===== src/rtl/hes_pkg.sv =====
// hes_pkg: shared definitions for the HES stream decipher.
//   hes_state_e - message FSM state (idle until the first new_message beat)
//   SBOX        - AES forward S-box, indexed by (key_reg ^ ctr)
package hes_pkg;

    typedef enum logic {
        StIdle   = 1'b0,
        StActive = 1'b1
    } hes_state_e;

    localparam logic [7:0] SBOX [256] = '{
        8'h63, 8'h7c, 8'h77, 8'h7b, 8'hf2, 8'h6b, 8'h6f, 8'hc5,
        8'h30, 8'h01, 8'h67, 8'h2b, 8'hfe, 8'hd7, 8'hab, 8'h76,
        8'hca, 8'h82, 8'hc9, 8'h7d, 8'hfa, 8'h59, 8'h47, 8'hf0,
        8'had, 8'hd4, 8'ha2, 8'haf, 8'h9c, 8'ha4, 8'h72, 8'hc0,
        8'hb7, 8'hfd, 8'h93, 8'h26, 8'h36, 8'h3f, 8'hf7, 8'hcc,
        8'h34, 8'ha5, 8'he5, 8'hf1, 8'h71, 8'hd8, 8'h31, 8'h15,
        8'h04, 8'hc7, 8'h23, 8'hc3, 8'h18, 8'h96, 8'h05, 8'h9a,
        8'h07, 8'h12, 8'h80, 8'he2, 8'heb, 8'h27, 8'hb2, 8'h75,
        8'h09, 8'h83, 8'h2c, 8'h1a, 8'h1b, 8'h6e, 8'h5a, 8'ha0,
        8'h52, 8'h3b, 8'hd6, 8'hb3, 8'h29, 8'he3, 8'h2f, 8'h84,
        8'h53, 8'hd1, 8'h00, 8'hed, 8'h20, 8'hfc, 8'hb1, 8'h5b,
        8'h6a, 8'hcb, 8'hbe, 8'h39, 8'h4a, 8'h4c, 8'h58, 8'hcf,
        8'hd0, 8'hef, 8'haa, 8'hfb, 8'h43, 8'h4d, 8'h33, 8'h85,
        8'h45, 8'hf9, 8'h02, 8'h7f, 8'h50, 8'h3c, 8'h9f, 8'ha8,
        8'h51, 8'ha3, 8'h40, 8'h8f, 8'h92, 8'h9d, 8'h38, 8'hf5,
        8'hbc, 8'hb6, 8'hda, 8'h21, 8'h10, 8'hff, 8'hf3, 8'hd2,
        8'hcd, 8'h0c, 8'h13, 8'hec, 8'h5f, 8'h97, 8'h44, 8'h17,
        8'hc4, 8'ha7, 8'h7e, 8'h3d, 8'h64, 8'h5d, 8'h19, 8'h73,
        8'h60, 8'h81, 8'h4f, 8'hdc, 8'h22, 8'h2a, 8'h90, 8'h88,
        8'h46, 8'hee, 8'hb8, 8'h14, 8'hde, 8'h5e, 8'h0b, 8'hdb,
        8'he0, 8'h32, 8'h3a, 8'h0a, 8'h49, 8'h06, 8'h24, 8'h5c,
        8'hc2, 8'hd3, 8'hac, 8'h62, 8'h91, 8'h95, 8'he4, 8'h79,
        8'he7, 8'hc8, 8'h37, 8'h6d, 8'h8d, 8'hd5, 8'h4e, 8'ha9,
        8'h6c, 8'h56, 8'hf4, 8'hea, 8'h65, 8'h7a, 8'hae, 8'h08,
        8'hba, 8'h78, 8'h25, 8'h2e, 8'h1c, 8'ha6, 8'hb4, 8'hc6,
        8'he8, 8'hdd, 8'h74, 8'h1f, 8'h4b, 8'hbd, 8'h8b, 8'h8a,
        8'h70, 8'h3e, 8'hb5, 8'h66, 8'h48, 8'h03, 8'hf6, 8'h0e,
        8'h61, 8'h35, 8'h57, 8'hb9, 8'h86, 8'hc1, 8'h1d, 8'h9e,
        8'he1, 8'hf8, 8'h98, 8'h11, 8'h69, 8'hd9, 8'h8e, 8'h94,
        8'h9b, 8'h1e, 8'h87, 8'he9, 8'hce, 8'h55, 8'h28, 8'hdf,
        8'h8c, 8'ha1, 8'h89, 8'h0d, 8'hbf, 8'he6, 8'h42, 8'h68,
        8'h41, 8'h99, 8'h2d, 8'h0f, 8'hb0, 8'h54, 8'hbb, 8'h16
    };

endpackage


===== src/rtl/hes_byte_fifo.sv =====
// hes_byte_fifo: first-word-fall-through FIFO used as the decipher output buffer.
// Ports:
//   clk, reset_n        - clock; asynchronous reset, active-high (empties the FIFO)
//   i_push, i_data      - write request and data
//   i_pop               - read request (head advances when not empty)
//   o_data              - current head; zero while empty
//   o_full, o_empty     - occupancy flags
//   o_count             - number of stored entries (0..DEPTH)
// A push on a full FIFO is accepted only together with a pop (occupancy unchanged).
module hes_byte_fifo #(
    parameter int unsigned WIDTH = 8,
    parameter int unsigned DEPTH = 4
) (
    input  logic                     clk,
    input  logic                     reset_n,
    input  logic                     i_push,
    input  logic [WIDTH-1:0]         i_data,
    input  logic                     i_pop,
    output logic [WIDTH-1:0]         o_data,
    output logic                     o_full,
    output logic                     o_empty,
    output logic [$clog2(DEPTH):0]   o_count
);

    localparam int unsigned AW = $clog2(DEPTH);

    logic [WIDTH-1:0] r_mem [DEPTH];
    logic [AW-1:0]    r_wr_ptr;
    logic [AW-1:0]    r_rd_ptr;
    logic [AW:0]      r_count;
    logic             w_push_en;
    logic             w_pop_en;

    assign o_full    = (r_count == (AW+1)'(DEPTH));
    assign o_empty   = (r_count == '0);
    assign o_count   = r_count;
    assign w_pop_en  = i_pop && !o_empty;
    assign w_push_en = i_push && (!o_full || w_pop_en);
    assign o_data    = o_empty ? '0 : r_mem[r_rd_ptr];

    always_ff @(posedge clk) begin
        if (w_push_en) begin
            r_mem[r_wr_ptr] <= i_data;
        end
    end

    // DEPTH is a power of two, so the pointers wrap naturally.
    always_ff @(posedge clk or posedge reset_n) begin
        if (reset_n) begin
            r_wr_ptr <= '0;
            r_rd_ptr <= '0;
            r_count  <= '0;
        end else begin
            if (w_push_en) begin
                r_wr_ptr <= r_wr_ptr + 1'b1;
            end
            if (w_pop_en) begin
                r_rd_ptr <= r_rd_ptr + 1'b1;
            end
            unique case ({w_push_en, w_pop_en})
                2'b10:   r_count <= r_count + 1'b1;
                2'b01:   r_count <= r_count - 1'b1;
                default: r_count <= r_count;
            endcase
        end
    end

endmodule


===== src/rtl/hes_stream_decipher.sv =====
// hes_stream_decipher: byte-stream decipher, plaintext = data_in ^ SBOX[key_reg ^ ctr].
// Ports:
//   clk, reset_n             - clock; asynchronous reset, active-high
//   valid_in, ready_out      - ciphertext handshake (beat accepted when both high)
//   new_message, key         - first-byte qualifier and its key (sampled on that beat)
//   data_in                  - ciphertext byte
//   data_out, valid_out      - plaintext FWFT output, popped when ready_in is high
//   ready_in                 - downstream ready
//   err                      - sticky: continuation byte seen before any message start
// Pipeline: accept -> stage 1 (byte + sbox index) -> stage 2 (plaintext) -> FIFO,
// so a byte accepted at edge N reaches an empty FIFO's head after edge N+2.
module hes_stream_decipher
    import hes_pkg::*;
#(
    parameter int unsigned FIFO_DEPTH = 4
) (
    input  logic       clk,
    input  logic       reset_n,
    input  logic       valid_in,
    output logic       ready_out,
    input  logic       new_message,
    input  logic [7:0] key,
    input  logic [7:0] data_in,
    output logic [7:0] data_out,
    output logic       valid_out,
    input  logic       ready_in,
    output logic       err
);

    localparam int unsigned CW = $clog2(FIFO_DEPTH) + 1;

    hes_state_e r_state;
    hes_state_e w_state_next;
    logic [7:0] r_ctr;
    logic [7:0] w_ctr_next;
    logic [7:0] r_key;
    logic [7:0] w_key_next;
    logic       r_err;
    logic       w_err_next;
    logic       r_live;

    logic       r_s1_valid;
    logic [7:0] r_s1_data;
    logic [7:0] r_s1_idx;
    logic       w_s1_load;
    logic [7:0] w_s1_idx;

    logic       r_s2_valid;
    logic [7:0] r_s2_data;

    logic       w_accept;
    logic       w_fifo_full;
    logic       w_fifo_empty;
    logic [CW-1:0] w_fifo_count;
    logic [CW:0]   w_occupancy;

    // Every byte already committed (in a stage or buffered) is counted, so the
    // stage-2 push always finds room and nothing is dropped.
    assign w_occupancy = {1'b0, w_fifo_count} + (CW+1)'(r_s1_valid) + (CW+1)'(r_s2_valid);
    assign ready_out   = r_live && (w_occupancy < (CW+1)'(FIFO_DEPTH));
    assign w_accept    = valid_in && ready_out;
    assign valid_out   = !w_fifo_empty;
    assign err         = r_err;

    always_comb begin
        w_state_next = r_state;
        w_ctr_next   = r_ctr;
        w_key_next   = r_key;
        w_err_next   = r_err;
        w_s1_load    = 1'b0;
        w_s1_idx     = r_key ^ r_ctr;
        if (w_accept) begin
            if (new_message) begin
                w_key_next   = key;
                w_s1_idx     = key;        // ctr is 0 for the first byte
                w_ctr_next   = 8'h01;
                w_s1_load    = 1'b1;
                w_state_next = StActive;
            end else if (r_state == StActive) begin
                w_ctr_next   = r_ctr + 8'h01;
                w_s1_load    = 1'b1;
            end else begin
                w_err_next   = 1'b1;       // orphan byte: dropped
            end
        end
    end

    always_ff @(posedge clk or posedge reset_n) begin
        if (reset_n) begin
            r_state <= StIdle;
            r_ctr   <= 8'h00;
            r_key   <= 8'h00;
            r_err   <= 1'b0;
            r_live  <= 1'b0;
        end else begin
            r_state <= w_state_next;
            r_ctr   <= w_ctr_next;
            r_key   <= w_key_next;
            r_err   <= w_err_next;
            r_live  <= 1'b1;
        end
    end

    always_ff @(posedge clk or posedge reset_n) begin
        if (reset_n) begin
            r_s1_valid <= 1'b0;
            r_s1_data  <= 8'h00;
            r_s1_idx   <= 8'h00;
            r_s2_valid <= 1'b0;
            r_s2_data  <= 8'h00;
        end else begin
            r_s1_valid <= w_s1_load;
            if (w_s1_load) begin
                r_s1_data <= data_in;
                r_s1_idx  <= w_s1_idx;
            end
            r_s2_valid <= r_s1_valid;
            if (r_s1_valid) begin
                r_s2_data <= r_s1_data ^ SBOX[r_s1_idx];
            end
        end
    end

    hes_byte_fifo #(
        .WIDTH (8),
        .DEPTH (FIFO_DEPTH)
    ) u_fifo (
        .clk     (clk),
        .reset_n (reset_n),
        .i_push  (r_s2_valid),
        .i_data  (r_s2_data),
        .i_pop   (ready_in),
        .o_data  (data_out),
        .o_full  (w_fifo_full),
        .o_empty (w_fifo_empty),
        .o_count (w_fifo_count)
    );

endmodule


===== config.mk =====
export PLATFORM = sky130hd
export DESIGN_NAME = hes_stream_decipher
export DESIGN_NICKNAME = d
export VERILOG_FILES = /design/src/rtl/hes_pkg.sv /design/src/rtl/hes_byte_fifo.sv /design/src/rtl/hes_stream_decipher.sv
export SDC_FILE = /design/constraint.sdc
export NUM_CORES = 1
export LEC_CHECK = 0
export CORE_UTILIZATION = 50
export DETAILED_ROUTE_END_ITERATION = 10
export GPL_ROUTABILITY_DRIVEN = 1
export PLACE_DENSITY_LB_ADDON = 0.05
export SETUP_SLACK_MARGIN = 0.05
export SYNTH_ARGS = -nofsm -noshare
export SYNTH_HDL_FRONTEND = slang
export SYNTH_HIERARCHICAL = 1
export SYNTH_SLANG_ARGS = --single-unit

===== constraint.sdc =====
create_clock -name clk -period 5.9 [get_ports clk]
set_clock_uncertainty 0.2 [all_clocks]
set_input_delay 0.59 -clock clk [delete_from_list [all_inputs] [get_ports clk]]
set_output_delay 0.59 -clock clk [all_outputs]
set_load 0.01 [all_outputs]

==> metrics.cfg <==
[sta]
tightest_slew_ns = 1.00
fin_crit_ns = 3.87
setup_tns_ns = 0
fmax_ghz = 0.258
setup_violations = 0
drv_slew = 0
finalCritPeriodShare = 0.656
hold_viol_final = 0
rsz0062_at_grt = no
hold-worst-slack_ns = 0.259
relSlewSlack = 0.330

[power_and_ir_drop]
pwr_density_cell_nw_per_um2 = 630
internal_power_mw = 2.24
peakVddDrop_mv = 0.321
swShare = 0.533
p_seq_frac = 0.228
netSwitchingPower_mw = 2.56
leakage_nw = 2.88
comb_power_share = 0.666
p_clk_frac = 0.107

[setup_path]
r2r_setup_slack_ns = 2.03
crit_top_cell = o211ai_1
critPathSlowestCell = ha_1
path_class = flop to flop
worstPathCellList = buf_4, ha_1, nand2b_1, a32o_1, o31ai_1, o211ai_1, o211ai_1, xor2_1, a21oi_1
r2r-end = r_s2_data[0]$_DFFE_PP0P_
cp_top_family = compound AO/OA/AOI/OAI gates
cp.arrival_ns = 3.86
crit_path_start = r_s1_idx[1]$_DFFE_PP0P_
reg2reg_depth = 9
cp.buffers_inverters = 1
endpoint_kind = flop
reg2reg_from = r_s1_idx[1]$_DFFE_PP0P_
cp-endpoint = r_s2_data[0]$_DFFE_PP0P_
cpPeakStageDelay_ns = 0.65
cp.depth = 9
required_ns = 5.89
path_max_fanout = 34
start_kind = flop

[floorplan]
fp.dieH_um = 121
pin_count = 32
start_util = 0.512
row_count = 43
coreArea_um2 = 13900
die_w_um = 121
die_area_um2 = 14700

[synth]
ys_warn_count = 6
mappedNetlistNets = 883
netlist_instances = 839
syn-cell-area_um2 = 7110
syn-mean-instance-area_um2 = 8.48

[cts]
clock_sinks = 84
cts_tree = yes
htreeDepth = 3
holdBufCountCts = 0
numCtsBuffers = 9
cts.clk_slew.worst_paths_ns = 0.06
clock_path_buffers = 2
root_buffer = clkbuf_16
cts_setup_buffers = 0
cts-resized-gates = 0
insertion_delay_ns = 0.33

[run_status]
status = complete, no violations

[global_route]
antenna_found_initial = 0
grt_pass1_wl_um = 39100
grt.overflow.total = 0
grt_pass1_vias = 6562
grt.total_usage = 0.359
grt_max_degree = 60

[finish]
final_common_cell = nand2_1
design_area_um2 = 7610
mostFrequentLayoutCells = nand2_1 (102), a21oi_1 (59), nor2_1 (50)
nFillCells = 1276
drive_gt1_frac = 0.0823
n_antenna_cell = 0
final_nets = 853
area_delta_synth_final_pct = 7.05
stdcell_count = 994
final_util = 0.549

[routing]
routed_via_density = 7.08
drc = 0
drtPass1Iterations = 6
route.vias.total = 7033
drtIter0Drc = 1096
wl_per_cell_um = 26.1
drt_wl_total_um = 25900
ant_nets = 0

[flow_run]
maxCapViolations = 0

[placement]
gp_congestion = 1.08
dpl.hpwl_um = 17900
port_buffers = 31
dpl.cell_count = 978
dpl_cell_area_um2 = 7340

[hold_path]
min_path_type = flop to flop

## worst min-delay path by stage
stage	start	cells past startpoint	slack (ns)	endpoint
after floorplan	r_s1_valid$_DFF_PP0_	0	0.15	r_s2_valid$_DFF_PP0_
after global placement	err$_DFFE_PP0P_	1	0.24	err$_DFFE_PP0P_
after detailed placement	err$_DFFE_PP0P_	1	0.25	err$_DFFE_PP0P_
after CTS	err$_DFFE_PP0P_	1	0.26	err$_DFFE_PP0P_
after global routing	err$_DFFE_PP0P_	1	0.29	err$_DFFE_PP0P_
final	err$_DFFE_PP0P_	1	0.26	err$_DFFE_PP0P_
## through the flow
stage | power (mW) | worst slack [ns]
3_5_place_dp | 4.12 | 2.26
6_report | 4.80 | 2.03
3_3_place_gp | 4.15 | 2.28
2_1_floorplan | 3.18 | 2.81
5_1_grt | 5.01 | 1.97
4_1_cts | 4.66 | 2.24
## routing by layer
layer	GRT usage	up-vias	wire [um]
met5	0	-	0
met4	0.181	0	1460
met3	0.108	132	3180
met2	0.519	508	11100
met1	0.483	3352	10200
li1	-	3041	-
## power groups by stage
| stage | Clock [mW] | Combinational [mW] | Sequential, mW |
|---|---|---|---|
| after floorplan | 0 | 2.25 | 0.927 |
| after global placement | 0 | 3.07 | 1.08 |
| after detailed placement | 0 | 3.03 | 1.09 |
| after CTS | 0.524 | 3.05 | 1.08 |
| after global routing | 0.542 | 3.35 | 1.11 |
| final | 0.511 | 3.19 | 1.09 |
## state kept, by name (all words and copies together), names as in the netlist
signal	flops
r_s1_valid	1
r_s1_idx	8
u_fifo/o_count	3
r_s2_data	8
r_live	1
r_key	8
u_fifo/r_mem	32
u_fifo/r_wr_ptr	2
r_ctr	8
err	1
r_s2_valid	1
r_state	1
r_s1_data	8
u_fifo/r_rd_ptr	2
## cell type report
type                       instances  area [um^2]  share of cell area
clock buffer                       9          225              0.0296
clock inverter                     7         51.3             0.00674
inverter                          22         82.6              0.0108
multi-input combinational        650         4370               0.574
sequential                        84         2270               0.298
tap                              180          225              0.0296
timing repair buffer              42          393              0.0516
(Power assumes the default switching activity.)
